## src/rtl/wfg_sample_streamer.sv

```systemverilog
// Read-side sequencer for the waveform sample RAM: walks an address window, hides the
// one-cycle read latency in a 2-entry buffer and streams samples out. Macro WFG_STREAMER_LOOP_EN enables looping.
module wfg_sample_streamer #(
   parameter int DATA_WIDTH = 32,
   parameter int ADDR_WIDTH = 6
) (
   input  logic                  clk,
   input  logic                  rst_n,
   input  logic                  enable,
   input  logic [ADDR_WIDTH-1:0] start_addr,
   input  logic [ADDR_WIDTH-1:0] end_addr,
   output logic                  ram_csb,
   output logic [ADDR_WIDTH-1:0] ram_addr,
   input  logic [DATA_WIDTH-1:0] ram_dout,
   output logic [DATA_WIDTH-1:0] sample_o,
   output logic                  valid_o,
   input  logic                  ready_i,
   output logic                  busy_o,
   output logic                  done_o
);

   typedef enum logic [1:0] {
      ST_IDLE  = 2'd0,
      ST_RUN   = 2'd1,
      ST_DRAIN = 2'd2,
      ST_DONE  = 2'd3
   } state_t;

   state_t                r_state;
   logic [ADDR_WIDTH-1:0] r_addr;
   logic [ADDR_WIDTH-1:0] r_end;
`ifdef WFG_STREAMER_LOOP_EN
   logic [ADDR_WIDTH-1:0] r_start;
`endif
   logic                  r_inflight;
   logic                  r_busy;
   logic                  r_done;
   logic [1:0]            r_count;
   logic [DATA_WIDTH-1:0] r_buf0;
   logic [DATA_WIDTH-1:0] r_buf1;

   logic                  w_pop;
   logic                  w_issue;
   logic                  w_abort;
   logic [2:0]            w_level;

   // Issue only when the words already owed downstream leave room in the buffer
   always_comb begin
      w_pop   = (r_count != 2'd0) && ready_i;
      w_level = {1'b0, r_count} - {2'b00, w_pop} + {2'b00, r_inflight};
      if (r_state == ST_RUN) begin
         w_issue = (w_level < 3'd2);
      end else begin
         w_issue = 1'b0;
      end
   end

   assign w_abort  = !enable && ((r_state == ST_RUN) || (r_state == ST_DRAIN));
   assign ram_csb  = ~w_issue;
   assign ram_addr = r_addr;
   assign sample_o = r_buf0;
   assign valid_o  = (r_count != 2'd0);
   assign busy_o   = r_busy;
   assign done_o   = r_done;

   // Pass sequencer: window walk, read-in-flight tracking and status flags
   always_ff @(posedge clk or negedge rst_n) begin
      if (!rst_n) begin
         r_state    <= ST_IDLE;
         r_addr     <= '0;
         r_end      <= '0;
`ifdef WFG_STREAMER_LOOP_EN
         r_start    <= '0;
`endif
         r_inflight <= 1'b0;
         r_busy     <= 1'b0;
         r_done     <= 1'b0;
      end else begin
         case (r_state)
            ST_IDLE: begin
               r_inflight <= 1'b0;
               if (enable) begin
                  r_addr  <= start_addr;
                  r_end   <= end_addr;
`ifdef WFG_STREAMER_LOOP_EN
                  r_start <= start_addr;
`endif
                  r_state <= ST_RUN;
                  r_busy  <= 1'b1;
                  r_done  <= 1'b0;
               end
            end
            ST_RUN: begin
               if (!enable) begin
                  r_state    <= ST_IDLE;
                  r_inflight <= 1'b0;
                  r_busy     <= 1'b0;
               end else begin
                  r_inflight <= w_issue;
                  if (w_issue) begin
                     if (r_addr == r_end) begin
`ifdef WFG_STREAMER_LOOP_EN
                        r_addr  <= r_start;
`else
                        r_state <= ST_DRAIN;
`endif
                     end else begin
                        r_addr <= r_addr + ADDR_WIDTH'(1);
                     end
                  end
               end
            end
            ST_DRAIN: begin
               r_inflight <= 1'b0;
               if (!enable) begin
                  r_state <= ST_IDLE;
                  r_busy  <= 1'b0;
               end else if (!r_inflight && (r_count == 2'd0)) begin
                  r_state <= ST_DONE;
                  r_busy  <= 1'b0;
                  r_done  <= 1'b1;
               end
            end
            ST_DONE: begin
               r_inflight <= 1'b0;
               if (!enable) begin
                  r_state <= ST_IDLE;
                  r_done  <= 1'b0;
               end
            end
            default: begin
               r_state    <= ST_IDLE;
               r_inflight <= 1'b0;
               r_busy     <= 1'b0;
               r_done     <= 1'b0;
            end
         endcase
      end
   end

   // Two-entry output buffer; r_buf0 is always the head presented downstream
   always_ff @(posedge clk or negedge rst_n) begin
      if (!rst_n) begin
         r_count <= 2'd0;
         r_buf0  <= '0;
         r_buf1  <= '0;
      end else if (w_abort) begin
         r_count <= 2'd0;
      end else begin
         case ({r_inflight, w_pop})
            2'b10: begin
               if (r_count == 2'd0) begin
                  r_buf0 <= ram_dout;
               end else begin
                  r_buf1 <= ram_dout;
               end
               r_count <= r_count + 2'd1;
            end
            2'b01: begin
               r_buf0  <= r_buf1;
               r_count <= r_count - 2'd1;
            end
            2'b11: begin
               if (r_count == 2'd1) begin
                  r_buf0 <= ram_dout;
               end else begin
                  r_buf0 <= r_buf1;
                  r_buf1 <= ram_dout;
               end
            end
            default: begin
               r_count <= r_count;
            end
         endcase
      end
   end

endmodule

```

## config.mk

```make
export PLATFORM = sky130hd
export DESIGN_NAME = wfg_sample_streamer
export DESIGN_NICKNAME = d
export VERILOG_FILES = /design/src/rtl/wfg_sample_streamer.sv
export SDC_FILE = /design/constraint.sdc
export NUM_CORES = 1
export LEC_CHECK = 0
export ABC_AREA = 1
export BUFFER_PORTS_ARGS = -buffer_cell sky130_fd_sc_hd__buf_4
export CELL_PAD_IN_SITES_DETAIL_PLACEMENT = 0
export CELL_PAD_IN_SITES_GLOBAL_PLACEMENT = 1
export CORE_AREA = 2 2 110 112
export DETAILED_ROUTE_END_ITERATION = 6
export DIE_AREA = 0 0 112 114
export GPL_TIMING_DRIVEN = 0
export PLACE_DENSITY = 0.69
export SYNTH_ARGS = -nofsm -noshare
export SYNTH_HDL_FRONTEND = slang
export SYNTH_SLANG_ARGS = --single-unit
```

## constraint.sdc

```tcl
create_clock -name clk -period 5.1 [get_ports clk]
set_clock_uncertainty 0.15 [all_clocks]
set_input_delay 1.53 -clock clk [delete_from_list [all_inputs] [get_ports clk]]
set_output_delay 1.53 -clock clk [all_outputs]
set_load 0.005 [all_outputs]
```

==> tab_implementation.tex <==
\begin{tabular}{lr}
\hline
Metric & Value \\
\hline
\multicolumn{2}{l}{\textbf{Global routing}} \\
\quad GRT Util Overall & 0.1549 \\
\quad Maximum number of pins on one net before global-route repair & 84 \\
\quad Antenna violations before repair & 0 \\
\quad Via count of the first global-routing pass & approximately 3200 \\
\quad Wire length of the first global-routing pass & around 16 mm \\
\quad Remaining global-route overflow & 0 \\
\multicolumn{2}{l}{\textbf{Yosys}} \\
\quad Simple-gate share of the synthesized area & 0.2237 \\
\quad Adder-cell area share of the yosys netlist & 0.03313 \\
\quad Warnings, synthesis & 0 \\
\quad XOR/XNOR Fraction of Synth Area & 0.002187 \\
\quad Combinational family with the most area after synthesis & simple AND/OR/NAND/NOR gates \\
\quad Synthesized area per cell & 9.183 um2 \\
\quad Area of the mapped netlist & approximately 4000 um2 \\
\quad Mux share of post-synthesis cell area & 0.09000 \\
\quad Net count after synthesis & between 400 and 500 \\
\quad Seq/Total Area, Yosys & 0.5188 \\
\quad Number of unique standard cell types used by synthesis & 29 \\
\quad Share of the synthesized area in compound gates (AO/OA/AOI/OAI) & 0.07469 \\
\quad Synthesis-stage register bit count & 83 \\
\quad Synthesized instance count & 436 \\
\multicolumn{2}{l}{\textbf{Cells and area}} \\
\quad Number of diodes & 0 \\
\quad Final core area utilization & 0.4405 \\
\quad Commonest cells after routing, fill and taps aside & nand2\_1 (100), buf\_4 (93), dfrtp\_1 (83), nor2\_1 (51), nand3\_1 (51) \\
\quad Most common library cell in the layout ignoring fill and taps & nand2\_1 \\
\quad Fin nets & about 590 \\
\quad Layout Area Growth over Synthesis & 28.84\% \\
\quad Fraction of final layout cells with drive strength greater than 1 & 0.2514 \\
\quad Final cell count without fillers & between 600 and 700 \\
\quad Filler cells & 1178 \\
\multicolumn{2}{l}{\textbf{STA}} \\
\quad Post-route fraction of the period consumed by the critical path & 0.9414 \\
\quad Worst Max-Slew Pin Slew & between 1 and 1.5 ns \\
\quad Number of max-slew violations in the final report & 0 \\
\quad Final setup violating endpoints & 0 \\
\quad Fmax & 208.3 MHz \\
\quad Least setup slack across all paths after layout & 0.2991 ns \\
\quad Final number of hold-violating endpoints & 0 \\
\quad RSZ-0062 raised after global routing & false \\
\quad Worst slew slack as a fraction of its limit & 0.2957 \\
\quad Final sum of negative setup slack & 0 ns \\
\quad Shortest period the worst path allows & slightly below 5 ns \\
\multicolumn{2}{l}{\textbf{Clock network}} \\
\quad Clock tree from TritonCTS & yes \\
\quad Clock network latency to the later pin of the worst-skew pair & 0.33 ns \\
\quad Hold buffers post-CTS & 0 \\
\quad \# clock sinks & 83 \\
\quad Number of resized instances in the post-cts repair step & 0 \\
\quad Buffers inserted by post-CTS timing repair & 0 \\
\quad Clock transition at path regs & $\sim$0.06 ns \\
\quad Root buffer cell & clkbuf\_16 \\
\quad Max H-tree Level & 3 \\
\quad Clock buffers created by TritonCTS & 9 \\
\quad Buffers from clock root to sink, at most & 2 \\
\multicolumn{2}{l}{\textbf{Worst setup path}} \\
\quad Largest fanout of any net on the critical path & 5 \\
\quad Cell depth of the worst flop-to-flop path & 15 \\
\quad Crit path top cell by count & inv\_1 \\
\quad Cell chain of the critical path & buf\_4 -> inv\_1 -> nor2\_4 -> inv\_1 -> nor2\_1 -> o21ai\_0 -> fa\_1 -> nand3\_1 -> nor2\_1 -> inv\_1 -> buf\_4 \\
\quad Highest cell delay on the worst timing path & $\sim$0.50 ns \\
\quad Data arrival time at the worst-slack endpoint & 3.12 ns \\
\quad Crit Path Class & primary input to primary output \\
\quad Category of the worst setup path capture point & primary output \\
\quad Cell with the largest stage delay on the worst path & fa\_1 \\
\quad Startpoint Class & primary input \\
\quad CP required & between 3 and 4 ns \\
\multicolumn{2}{l}{\textbf{Route}} \\
\quad Detail-routed via count per cell & 4.810 \\
\quad Total DRC errors in the routed layout & 0 \\
\quad First DRT Iteration DRCs & a little under 200 \\
\quad Via count & roughly 3300 \\
\quad Total Routed Length & 9.463 mm \\
\quad First-pass DRT Iterations & 6 \\
\quad Routed length per placed instance & 13.75 um \\
\quad Antenna viol nets, final & 0 \\
\multicolumn{2}{l}{\textbf{Floorplan}} \\
\quad Core region area & about 12000 um2 \\
\quad Number of core rows & 40 \\
\quad \# IOs & 90 \\
\quad Die area & about 13000 um2 \\
\quad Vertical die dimension & about 110 um \\
\quad Effective utilization at floorplan & 0.3419 \\
\quad X dimension of the die & approximately 110 um \\
\multicolumn{2}{l}{\textbf{Placement}} \\
\quad Worst slack, placed & about 0.22 ns \\
\quad Cell count after placement & approximately 670 \\
\quad IO buf count & a little under 90 \\
\quad Routability congestion estimate & roughly 0.79 \\
\quad HPWL Detailed & 6.779 mm \\
\multicolumn{2}{l}{\textbf{Power and ir drop}} \\
\quad P\_leak & $\sim$2.5 nW \\
\quad PnR Total Power & approximately 3.3 mW \\
\quad Peak ir drop on the vdd network & approximately 230 uV \\
\quad Ratio of total power to cell area & 648.6 nW/um2 \\
\multicolumn{2}{l}{\textbf{Worst hold path}} \\
\quad Number of cells on the worst hold path & 1 \\
\quad Path type of the worst min-delay path & flop to flop \\
\multicolumn{2}{l}{\textbf{Flow run}} \\
\quad Maximum capacitance violations & 0 \\
\multicolumn{2}{l}{\textbf{Outcome}} \\
\quad Outcome & complete, no violations \\
\hline
\end{tabular}
sequential cells by signal (all words and copies together), names as in the netlist:
register and count:
sample_o 32, ram_addr 6, busy_o 1, r_state 2, r_count 2, r_inflight 1, r_buf1 32, r_end 6
done_o 1
stage by stage:
step / area [um2] / hold WS, ns
CTS: 5151 / 0.3471
finish: 5159 / 0.3416
global placement: 4848 / 0.3242
floorplan: 4004 / 0.3151
global route: 5159 / 0.3618
detailed placement: 4848 / 0.3327
where the power goes:
part	switching, mW	internal [mW]	total [mW]
combinational	0.789	0.697	1.49
clock	0.277	0.383	0.660
sequential	0.206	0.994	1.20
kinds of logic after synthesis:
kind of cell	Yosys count
fa+ha+maj	10
mux	32
compound gates	48
buf+inv	50
simple gates	212
xor+xnor	1
flops	83
layout make-up:
class	instances	area (um2)	area share
plain buffers	21	121.4	0.02353
inverters	29	108.9	0.02110
well taps	147	183.9	0.03565
multi-input cells	303	1697	0.3289
repair buffers	89	668.1	0.1295
clock buffers	9	225.2	0.04366
flip-flops and latches	83	2077	0.4026
clock inverters	7	77.57	0.01504
path summary, 6_finish.rpt:
path                             from           end  slack [ns]
min reg2reg                r_buf1[18]    r_buf1[18]        0.34
max reg2reg                r_count[1]   ram_addr[3]        2.16
min in group asynchronous       rst_n  sample_o[27]        1.22
max                           ready_i       ram_csb        0.30
min                        r_buf1[18]    r_buf1[18]        0.34
max in group asynchronous       rst_n      r_end[3]        2.89
layer usage:
metal,share of wire,GRT usage
met3,0.052,0.03454
met2,0.47,0.2533
met5,0,0
met4,0.013,0.04959
met1,0.47,0.2063
Yosys cell counts, drive strengths merged:
cell    count  area (um2)
o31ai       1       7.510
a21oi       8       51.30
or2         2       12.51
nand4       4       31.28
buf        12       87.58
ha          9       112.6
o21ai       6       30.03
mux2       32       360.4
nand3b      1       7.510
nand2     101       381.6
a31oi      32       200.2
nand3      51       255.2
clkbuf      9       33.78
dfrtp      83        2077
nor2       52       202.7
nor3        1       5.000
inv        29       108.9
fa          1       20.02
o32a        1       10.01
xor2        1       8.760
worst max-delay path: cells and delay by family:
kind | cells | cell delay [ns]
simple gates | 4 | 0.54
fa+ha+maj | 1 | 0.50
buf+inv | 5 | 0.42
compound gates | 1 | 0.13
(Power assumes the default switching activity.)
